### config.mk
export PLATFORM = sky130hd
export DESIGN_NAME = hazard_forward_ctrl_flat
export DESIGN_NICKNAME = d
export VERILOG_FILES = /design/src/rtl/hazard_forward_ctrl_pkg.sv /design/src/rtl/hazard_forward_ctrl_if.sv /design/src/rtl/hazard_forward_ctrl_md_busy_counter.sv /design/src/rtl/hazard_forward_ctrl.sv /design/src/flat_wrapper.sv
export SDC_FILE = /design/constraint.sdc
export NUM_CORES = 1
export LEC_CHECK = 0
export CORE_ASPECT_RATIO = 0.7
export CORE_MARGIN = 2
export CORE_UTILIZATION = 25
export CTS_BUF_LIST = sky130_fd_sc_hd__clkbuf_16
export CTS_CLUSTER_DIAMETER = 40
export DETAILED_ROUTE_END_ITERATION = 12
export GPL_TIMING_DRIVEN = 1
export PLACE_DENSITY = 0.5
export SYNTH_ARGS = -nofsm -noshare
export SYNTH_HDL_FRONTEND = slang
export SYNTH_SLANG_ARGS = --single-unit
### constraint.sdc
create_clock -name clk -period 5.38 [get_ports clk]
set_input_delay 1.345 -clock clk [delete_from_list [all_inputs] [get_ports clk]]
set_output_delay 1.345 -clock clk [all_outputs]
set_load 0.005 [all_outputs]
### src/rtl/hazard_forward_ctrl_pkg.sv
// Shared encodings and shadow-pipeline entry types for the MIPS hazard/forwarding control.
// Register-index width is fixed here; the top-level REG_W must equal GPR_W.
package mips_hazard_pkg;

    localparam int GPR_W = 5;

    localparam logic [1:0] FWD_REG     = 2'b00;
    localparam logic [1:0] FWD_RESULTW = 2'b01;
    localparam logic [1:0] FWD_ALUOUTM = 2'b10;

    localparam logic [GPR_W-1:0] REG_ZERO = '0;

    typedef struct packed {
        logic [GPR_W-1:0] rs;
        logic [GPR_W-1:0] rt;
        logic [GPR_W-1:0] wr;
        logic             reg_write;
        logic             mem_to_reg;
    } e_entry_t;

    typedef struct packed {
        logic [GPR_W-1:0] wr;
        logic             reg_write;
        logic             mem_to_reg;
    } m_entry_t;

    typedef struct packed {
        logic [GPR_W-1:0] wr;
        logic             reg_write;
    } w_entry_t;

    // M wins over W because it holds the younger producer.
    function automatic logic [1:0] fwd_sel(
        input logic [GPR_W-1:0] src,
        input logic [GPR_W-1:0] m_wr,
        input logic             m_we,
        input logic [GPR_W-1:0] w_wr,
        input logic             w_we
    );
        if (src != REG_ZERO && m_we && m_wr == src) return FWD_ALUOUTM;
        if (src != REG_ZERO && w_we && w_wr == src) return FWD_RESULTW;
        return FWD_REG;
    endfunction

endpackage

### src/rtl/hazard_forward_ctrl_if.sv
// D-stage hazard inputs and forwarding/stall outputs of the execute-stage hazard unit.
// master = pipeline datapath side, slave = hazard_forward_ctrl.
interface hazard_forward_ctrl_if #(
    parameter int REG_W = 5
);
    logic [REG_W-1:0] RsD;
    logic [REG_W-1:0] RtD;
    logic             UseRsD;
    logic             UseRtD;
    logic             BranchD;
    logic             JrD;
    logic             RegWriteD;
    logic             MemtoRegD;
    logic [REG_W-1:0] WriteRegD;
    logic             MdStartD;
    logic             MdDivD;
    logic             MdReadD;

    logic [1:0]       ForwardAE;
    logic [1:0]       ForwardBE;
    logic             ForwardAD;
    logic             ForwardBD;
    logic             StallF;
    logic             StallD;
    logic             FlushE;
    logic             MdBusy;

    modport master (
        output RsD, RtD, UseRsD, UseRtD, BranchD, JrD, RegWriteD, MemtoRegD,
               WriteRegD, MdStartD, MdDivD, MdReadD,
        input  ForwardAE, ForwardBE, ForwardAD, ForwardBD, StallF, StallD,
               FlushE, MdBusy
    );

    modport slave (
        input  RsD, RtD, UseRsD, UseRtD, BranchD, JrD, RegWriteD, MemtoRegD,
               WriteRegD, MdStartD, MdDivD, MdReadD,
        output ForwardAE, ForwardBE, ForwardAD, ForwardBD, StallF, StallD,
               FlushE, MdBusy
    );
endinterface

### src/rtl/hazard_forward_ctrl_md_busy_counter.sv
// Busy countdown for the multi-cycle mult/div unit: loads on issue, decrements to zero.
// Busy is registered; load takes effect the cycle after the issuing instruction leaves D.
module md_busy_counter #(
    parameter int MULT_CYCLES = 4,
    parameter int DIV_CYCLES  = 32
) (
    input  logic clk,
    input  logic rst_n,
    input  logic start,
    input  logic div,
    output logic busy
);
    localparam int CNT_W = $clog2(DIV_CYCLES + 1);
    localparam logic [CNT_W-1:0] DIV_LOAD  = CNT_W'(DIV_CYCLES);
    localparam logic [CNT_W-1:0] MULT_LOAD = CNT_W'(MULT_CYCLES);

    logic [CNT_W-1:0] cnt_q;

    always_ff @(posedge clk) begin
        if (!rst_n) begin
            cnt_q <= '0;
        end else if (start) begin
            cnt_q <= div ? DIV_LOAD : MULT_LOAD;
        end else if (cnt_q != '0) begin
            cnt_q <= cnt_q - CNT_W'(1);
        end
    end

    assign busy = (cnt_q != '0);

endmodule

### src/rtl/hazard_forward_ctrl.sv
// Hazard unit for the 5-stage MIPS pipeline: E-stage forward selects, D-stage branch forwards, stalls and E flush.
// Outputs are combinational from D inputs and shadow E/M/W state; a stall holds F/D and bubbles E.
module hazard_forward_ctrl
    import mips_hazard_pkg::*;
#(
    parameter int REG_W       = GPR_W,
    parameter int MULT_CYCLES = 4,
    parameter int DIV_CYCLES  = 32
) (
    input  logic                   clk,
    input  logic                   rst_n,
    hazard_forward_ctrl_if.slave   hz
);

    e_entry_t   e_q;
    e_entry_t   e_d;
    m_entry_t   m_q;
    w_entry_t   w_q;

    logic [1:0] fwd_a;
    logic [1:0] fwd_b;
    logic       fwd_ad;
    logic       fwd_bd;
    logic       rs_hit;
    logic       rt_hit;
    logic       lw_stall;
    logic       br_stall;
    logic       md_stall;
    logic       stall;
    logic       md_busy;
    logic       md_start;

    // Unread source indices are zeroed so they can never match a producer.
    always_comb begin
        e_d = '0;
        if (!stall) begin
            e_d.rs         = hz.UseRsD ? hz.RsD : REG_ZERO;
            e_d.rt         = hz.UseRtD ? hz.RtD : REG_ZERO;
            e_d.wr         = hz.WriteRegD;
            e_d.reg_write  = hz.RegWriteD;
            e_d.mem_to_reg = hz.MemtoRegD;
        end
    end

    always_ff @(posedge clk) begin
        if (!rst_n) begin
            e_q <= '0;
            m_q <= '0;
            w_q <= '0;
        end else begin
            e_q <= e_d;
            m_q <= '{wr: e_q.wr, reg_write: e_q.reg_write, mem_to_reg: e_q.mem_to_reg};
            w_q <= '{wr: m_q.wr, reg_write: m_q.reg_write};
        end
    end

    assign fwd_a = fwd_sel(e_q.rs, m_q.wr, m_q.reg_write, w_q.wr, w_q.reg_write);
    assign fwd_b = fwd_sel(e_q.rt, m_q.wr, m_q.reg_write, w_q.wr, w_q.reg_write);

    // A load in M has no ALU result yet, so only ALU producers feed the D-stage compare.
    assign fwd_ad = (hz.RsD != REG_ZERO) && m_q.reg_write && !m_q.mem_to_reg
                    && (m_q.wr == hz.RsD);
    assign fwd_bd = (hz.RtD != REG_ZERO) && m_q.reg_write && !m_q.mem_to_reg
                    && (m_q.wr == hz.RtD);

    assign lw_stall = e_q.reg_write && e_q.mem_to_reg && (e_q.wr != REG_ZERO)
                      && ((hz.UseRsD && hz.RsD == e_q.wr) || (hz.UseRtD && hz.RtD == e_q.wr));

    // Branch operands are needed in D: wait on any E producer and on a load still in M.
    assign rs_hit = (hz.RsD != REG_ZERO)
                    && ((e_q.reg_write && e_q.wr == hz.RsD)
                        || (m_q.reg_write && m_q.mem_to_reg && m_q.wr == hz.RsD));
    assign rt_hit = (hz.RtD != REG_ZERO)
                    && ((e_q.reg_write && e_q.wr == hz.RtD)
                        || (m_q.reg_write && m_q.mem_to_reg && m_q.wr == hz.RtD));

    assign br_stall = (hz.BranchD && (rs_hit || rt_hit)) || (hz.JrD && rs_hit);
    assign md_stall = md_busy && (hz.MdReadD || hz.MdStartD);
    assign stall    = lw_stall || br_stall || md_stall;

    // The counter only loads once the mult/div really leaves D.
    assign md_start = hz.MdStartD && !stall;

    md_busy_counter #(
        .MULT_CYCLES (MULT_CYCLES),
        .DIV_CYCLES  (DIV_CYCLES)
    ) u_md_busy (
        .clk   (clk),
        .rst_n (rst_n),
        .start (md_start),
        .div   (hz.MdDivD),
        .busy  (md_busy)
    );

    assign hz.ForwardAE = fwd_a;
    assign hz.ForwardBE = fwd_b;
    assign hz.ForwardAD = fwd_ad;
    assign hz.ForwardBD = fwd_bd;
    assign hz.StallF    = stall;
    assign hz.StallD    = stall;
    assign hz.FlushE    = stall;
    assign hz.MdBusy    = md_busy;

endmodule

### src/flat_wrapper.sv
// flat-port wrapper written by rule: the top's interface ports become plain ports
module hazard_forward_ctrl_flat import mips_hazard_pkg::*;
#(
    parameter int REG_W       = GPR_W,
    parameter int MULT_CYCLES = 4,
    parameter int DIV_CYCLES  = 32
)
  (clk, rst_n, hz_RsD, hz_RtD, hz_UseRsD, hz_UseRtD, hz_BranchD, hz_JrD, hz_RegWriteD, hz_MemtoRegD, hz_WriteRegD, hz_MdStartD, hz_MdDivD, hz_MdReadD, hz_ForwardAE, hz_ForwardBE, hz_ForwardAD, hz_ForwardBD, hz_StallF, hz_StallD, hz_FlushE, hz_MdBusy);
  hazard_forward_ctrl_if #(.REG_W(REG_W)) hz_i ();
  input  logic clk;
  input  logic rst_n;
  input wire logic [$bits(hz_i.RsD)-1:0] hz_RsD;
  input wire logic [$bits(hz_i.RtD)-1:0] hz_RtD;
  input wire logic [$bits(hz_i.UseRsD)-1:0] hz_UseRsD;
  input wire logic [$bits(hz_i.UseRtD)-1:0] hz_UseRtD;
  input wire logic [$bits(hz_i.BranchD)-1:0] hz_BranchD;
  input wire logic [$bits(hz_i.JrD)-1:0] hz_JrD;
  input wire logic [$bits(hz_i.RegWriteD)-1:0] hz_RegWriteD;
  input wire logic [$bits(hz_i.MemtoRegD)-1:0] hz_MemtoRegD;
  input wire logic [$bits(hz_i.WriteRegD)-1:0] hz_WriteRegD;
  input wire logic [$bits(hz_i.MdStartD)-1:0] hz_MdStartD;
  input wire logic [$bits(hz_i.MdDivD)-1:0] hz_MdDivD;
  input wire logic [$bits(hz_i.MdReadD)-1:0] hz_MdReadD;
  output wire logic [$bits(hz_i.ForwardAE)-1:0] hz_ForwardAE;
  output wire logic [$bits(hz_i.ForwardBE)-1:0] hz_ForwardBE;
  output wire logic [$bits(hz_i.ForwardAD)-1:0] hz_ForwardAD;
  output wire logic [$bits(hz_i.ForwardBD)-1:0] hz_ForwardBD;
  output wire logic [$bits(hz_i.StallF)-1:0] hz_StallF;
  output wire logic [$bits(hz_i.StallD)-1:0] hz_StallD;
  output wire logic [$bits(hz_i.FlushE)-1:0] hz_FlushE;
  output wire logic [$bits(hz_i.MdBusy)-1:0] hz_MdBusy;
  assign hz_i.RsD = hz_RsD;
  assign hz_i.RtD = hz_RtD;
  assign hz_i.UseRsD = hz_UseRsD;
  assign hz_i.UseRtD = hz_UseRtD;
  assign hz_i.BranchD = hz_BranchD;
  assign hz_i.JrD = hz_JrD;
  assign hz_i.RegWriteD = hz_RegWriteD;
  assign hz_i.MemtoRegD = hz_MemtoRegD;
  assign hz_i.WriteRegD = hz_WriteRegD;
  assign hz_i.MdStartD = hz_MdStartD;
  assign hz_i.MdDivD = hz_MdDivD;
  assign hz_i.MdReadD = hz_MdReadD;
  assign hz_ForwardAE = hz_i.ForwardAE;
  assign hz_ForwardBE = hz_i.ForwardBE;
  assign hz_ForwardAD = hz_i.ForwardAD;
  assign hz_ForwardBD = hz_i.ForwardBD;
  assign hz_StallF = hz_i.StallF;
  assign hz_StallD = hz_i.StallD;
  assign hz_FlushE = hz_i.FlushE;
  assign hz_MdBusy = hz_i.MdBusy;
  hazard_forward_ctrl #(.REG_W(REG_W), .MULT_CYCLES(MULT_CYCLES), .DIV_CYCLES(DIV_CYCLES)) u_core (.clk(clk), .rst_n(rst_n), .hz(hz_i));
endmodule
# Yosys cells after proc, flatten, opt, wreduce, memory -nomap -nowiden
# Index checks and enable logic that the tools add are counted.
# classes
n_mux	17
add_sub_neg	1
bitwise_logic	3
eq_ne	10
n_reduce_logical	50
# op_table
cell	n
5-bit == test	10
1-bit logical AND	30
5-bit nonzero test	5
6-bit 2-to-1 mux	3
2-bit 2-to-1 mux	8
1-bit logical OR	8
1-bit 2-to-1 mux	6
6-bit nonzero test	1
3-bit OR reduction	2
6-bit by 1-bit subtractor with 6-bit output, second input constant	1
1-bit inverter	3
1-bit zero test	2
2-bit nonzero test	1
2-bit OR reduction	1
# totals
ff_bits	36
in_bits	26

# Depth between registers and ports, before layout
# Gate-level depths: netlist (run 1).
# logic_depth
depth_word	12
depth_mapped	11
ltp_nobuf	9

# Cells and area by module
# A second synthesis (run 1) with hierarchy kept.
# hier_totals
cells_unflattened	214
area_unflattened_um2	2004.4
# by_module_without_submodules
module	area_per_inst_um2	instances	seq_area_each_um2	cells_each
hazard_forward_ctrl	1657.8	1	600.6	177
md_busy_counter	346.6	1	120.1	37

# Worst setup path before layout (run 1)
# No wires, ideal clock.
# synth_path
path_kind	in2out
startpoint	input port hz_RtD[1]
endpoint	output port hz_StallD
t_arrival_ns	2.830
slack_ns	1.205
required_ns	4.035
path_stages	8
cell_sequence	or4_1 -> o21ai_0 -> a211oi_1 -> a41o_1 -> nor2_4 -> buf_6 -> inv_1 -> buf_4
# synth_via
elab_chain_cells	9
elab_cells_between_ends	16
# synth_rtl
element	line_no	text
from (decl)	flat_wrapper.sv:13	input wire logic [$bits(hz_i.RtD)-1:0] hz_RtD;
5-bit == test, on equally long branches	hazard_forward_ctrl.sv:67, hazard_forward_ctrl.sv:74, hazard_forward_ctrl.sv:75	
1-bit logical AND, on equally long branches	hazard_forward_ctrl.sv:74, hazard_forward_ctrl.sv:75	
1-bit logical OR	hazard_forward_ctrl.sv:75	|| (m_q.reg_write && m_q.mem_to_reg && m_q.wr == hz.RtD));
1-bit logical AND	hazard_forward_ctrl.sv:74	&& ((e_q.reg_write && e_q.wr == hz.RtD)
1-bit logical OR	hazard_forward_ctrl.sv:77	assign br_stall = (hz.BranchD && (rs_hit || rt_hit)) || (hz.JrD && rs_hit);
1-bit logical AND	hazard_forward_ctrl.sv:77	
1-bit logical OR	hazard_forward_ctrl.sv:77	
1-bit logical OR (*) (2 in series)	hazard_forward_ctrl.sv:79	assign stall = lw_stall || br_stall || md_stall;
to (decl)	flat_wrapper.sv:29	output wire logic [$bits(hz_i.StallD)-1:0] hz_StallD;
# Mark *: on every way between the ends. The rest lies on a longest branch, timed or not.

# Final worst setup path (run 1)
# layout_path
startpoint	input port hz_RtD[1]
endpoint	output port hz_StallF
# layout_via
elab_chain_cells	9
elab_cells_between_ends	16
# layout_rtl
element	line_no	text
5-bit == test, on equally long branches	hazard_forward_ctrl.sv:67, hazard_forward_ctrl.sv:74, hazard_forward_ctrl.sv:75	
1-bit logical AND, on equally long branches	hazard_forward_ctrl.sv:74, hazard_forward_ctrl.sv:75	
1-bit logical OR	hazard_forward_ctrl.sv:75	
1-bit logical AND	hazard_forward_ctrl.sv:74	
1-bit logical OR	hazard_forward_ctrl.sv:77	
1-bit logical AND	hazard_forward_ctrl.sv:77	
1-bit logical OR	hazard_forward_ctrl.sv:77	
1-bit logical OR (*) (2 in series)	hazard_forward_ctrl.sv:79	
to (decl)	flat_wrapper.sv:28	output wire logic [$bits(hz_i.StallF)-1:0] hz_StallF;
# Marks and branches as above.

==> out/qor.yml, run 1 <==
detailed_routing:
  final_antenna_net_count: 0
  initialDrtViolationCount: 59
  first_pass_iters: 4
  totalWireLength_um: 4440
  via_count: 1403
  wl_per_cell_um: 14.0
  drt-vias-per-instance: 4.43
  remaining_drc_errors: 0
cells_and_area:
  antenna_cells: 0
  drive_gt1_share_pct: 9.87
  fin_nets: 250
  areaGrowthSynthToFinish_pct: 30.7
  fillCellCount: 708
  fin_area_um2: 2350
cts:
  clockRootBuffer: "clkbuf_16"
  postCtsSetupRepairBufs: 0
  cts_tree: "built"
  holdBufCountCts: 0
  cts_made_buffers: 5
  cts_resized: 0
  clk_pin_slew_ps: 50
  cts_buffer_depth: 2
  cts.htree.levels: 2
  clk-insertion-delay-late_ps: 280
  cts_sinks: 36
timing:
  slew-limit-headroom_pct: 41.0
  hold_violations: 0
  finalSetupTns_ps: 0
  setup_viol: 0
  fin_ws_ps: 407
  fin_skew_ps: 5.62
  maxSlewViolCount: 0
  fin_crit_ps: 4970
  fmax_ghz: 0.201
  worst_pin_slew_ps: 883
  post-route-period-util_pct: 92.4
  rsz0062_at_grt: "no"
power:
  finalPower_mw: 0.914
  leakagePower_nw: 0.921
  switching_share_pct: 30.9
  p_seq_share_pct: 39.0
  power_switching_mw: 0.282
  peakVddDrop_v: 0.000150
  powerDensity_nw_per_um2: 389
  clockPowerShare_pct: 28.9
  p_comb_share_pct: 32.0
  p_int_mw: 0.632
grt:
  first_global_vias: 1377
  grt_pass1_wl_um: 7110
  grt.overflow.total: 0
  grt_use_total_pct: 12.2
  grt_max_degree: 28
  antenna_found_initial: 0
synthesis:
  synth.cell_area_um2: 1800
  ys_async_sr_fraction_pct: 0
  synth.yosys.seq_area_share_pct: 40.1
  synth_edf_count: 0
  syn_nets: 218
  ys_ff_latch: 36
  postSynthAreaPerCell_um2: 9.42
  syn_inst: 191
  synth_cell_types: 40
  yosys_warnings: 0
  synth_ff_type: "dfxtp_1"
setup_path:
  endpoint_kind: "primary output"
  worst-r2r-cell-count: 10
  cp_num_buf_inv: 3
  cp_cell_sequence: "clkdlybuf4s50_1 -> or4_1 -> o21ai_0 -> a211oi_1 -> a41o_1 -> nor2_4 -> inv_1 -> clkdlybuf4s50_1"
  path_class: "in2out"
  cp_common_cell: "clkdlybuf4s50_1"
  regToRegSetupSlack_ps: 3120
  r2r_start: "u_core.u_md_busy.cnt_q[0]$_SDFFE_PN0P_"
  cp_slowest_stage_delay_ps: 580
  path_depth: 8
  r2r_end: "u_core.e_q[0]$_SDFF_PP0_"
  cp_data_required_time_ps: 4030
  crit_fanout: 4
  critPathTopFamily: "buffers and inverters"
  crit_slowest_cell: "or4_1"
  startpoint_type: "input port"
  timing.critical_path.from: "hz_RtD[1]"
  arrival_ps: 3630
worst_hold_path:
  holdPathStages: 2
  min_path_type: "reg2reg"
  worstHoldStart: "u_core.u_md_busy.cnt_q[0]$_SDFFE_PN0P_"
  min_to: "u_core.u_md_busy.cnt_q[0]$_SDFFE_PN0P_"
placed_design:
  dpl.hpwl_um: 3450
  place_area_um2: 2220
  portBuffers: 35
  gp_congestion: 0.768
  dp_slack_ps: 407
die:
  rows: 25
  die_h_um: 75.0
  die_x_um: 105
  core_um2: 6850
  ios: 36
  dieArea_um2: 7900
  start_util_pct: 26.3
run_status:
  status: "complete, no violations"
job:
  drv_cap: 0
[flip-flops by register name, indices dropped and copies added, names as in the netlist]
name                    count
u_core.w_q                  6
u_core.u_md_busy.cnt_q      6
u_core.m_q                  7
u_core.e_q                 17
[cells by family (layout without fill, tap and decap cells)]
group,after synthesis,after routing,share of synthesized area [%]
AND/OR/NAND/NOR,81,81,28.2
adder cells (fa/ha/maj),1,1,0.695
XOR/XNOR,41,41,20.0
buffers and inverters,16,48,4.17
flip-flops,36,36,40.1
AO/OA/AOI/OAI,16,16,6.95
[placed cells by master (no fill, tap or decap), drive strengths merged, types with 6 or more instances in the layout]
master / synthesis / layout
dfxtp: 36 / 36
clkdlybuf4s50: 0 / 35
xnor2: 29 / 29
and3: 17 / 17
and2: 15 / 15
xor2: 12 / 12
nor2: 8 / 8
nand2: 7 / 7
nand3: 7 / 7
nor4: 6 / 6
nor3: 6 / 6
[routing by layer]
| metal | vias to the layer above | part of all wire [%] | global-route usage [%] |
|---|---|---|---|
| met3 | 4 | 4.1 | 4.59 |
| met5 | - | 0 | 0 |
| met4 | 0 | 0.74 | 4.00 |
| li1 | 724 | - | - |
| met2 | 22 | 44 | 19.4 |
| met1 | 653 | 51 | 15.4 |
[power groups by stage]
stage	Combinational, mW	Clock (mW)	Sequential, mW
2_1_floorplan	0.220	0	0.342
3_3_place_gp	0.294	0	0.363
3_5_place_dp	0.294	0	0.363
4_1_cts	0.297	0.272	0.357
5_1_grt	0.326	0.284	0.364
6_report	0.293	0.265	0.357
[cell type report]
cell class / instances / area, µm² / area share, %
Inverter: 5 / 18.8 / 0.798
Clock inverter: 2 / 7.51 / 0.319
Sequential cell: 36 / 721 / 30.7
Timing Repair Buffer: 36 / 358 / 15.2
Clock buffer: 5 / 125 / 5.32
Tap cell: 94 / 118 / 5.00
Multi-Input combinational cell: 139 / 1000 / 42.7
[Yosys cell counts, types with 4 or more instances]
library cell | instances | area, µm²
or4_1 | 4 | 30.0
nand3_1 | 6 | 30.0
xor2_1 | 12 | 105
dfxtp_1 | 36 | 721
and3_1 | 9 | 56.3
and3_2 | 8 | 60.1
nor4_1 | 6 | 37.5
nor2_1 | 7 | 26.3
xnor2_1 | 29 | 254
nand2_1 | 7 | 26.3
nand4_1 | 5 | 31.3
clkbuf_1 | 7 | 26.3
inv_1 | 5 | 18.8
nor3_1 | 4 | 20.0
and2_1 | 14 | 87.6
[tightest hold or removal path: cells and delay by family, from the launching register on]
family,cells,cell delay [ps]
flip-flops,1,320
AO/OA/AOI/OAI,1,60
AND/OR/NAND/NOR,1,60
[metrics by stage]
step           util (%)  instances  hold slack (ps)
2_1_floorplan         -        191              452
3_3_place_gp       32.4        310              479
3_5_place_dp       32.4        310              490
4_1_cts            34.3        317              494
5_1_grt            34.3        317              519
6_report           34.3        317              494
[worst max path at each step]
| stage | to | slack [ps] |
|---|---|---|
| 5_1_grt | hz_StallF | 250 |
| 2_1_floorplan | hz_StallD | 1210 |
| 3_5_place_dp | hz_StallF | 410 |
| 4_1_cts | hz_StallF | 400 |
| 6_report | hz_StallF | 410 |
| 3_3_place_gp | hz_StallD | 430 |
Power figures use the tool's default switching activity.
==> inputs of run 2 (changes only) <==
TNS_END_PERCENT = 30   (was not set)
==> results of run 2 <==
The final DEF is identical to that of run 1; final timing and power are the same.
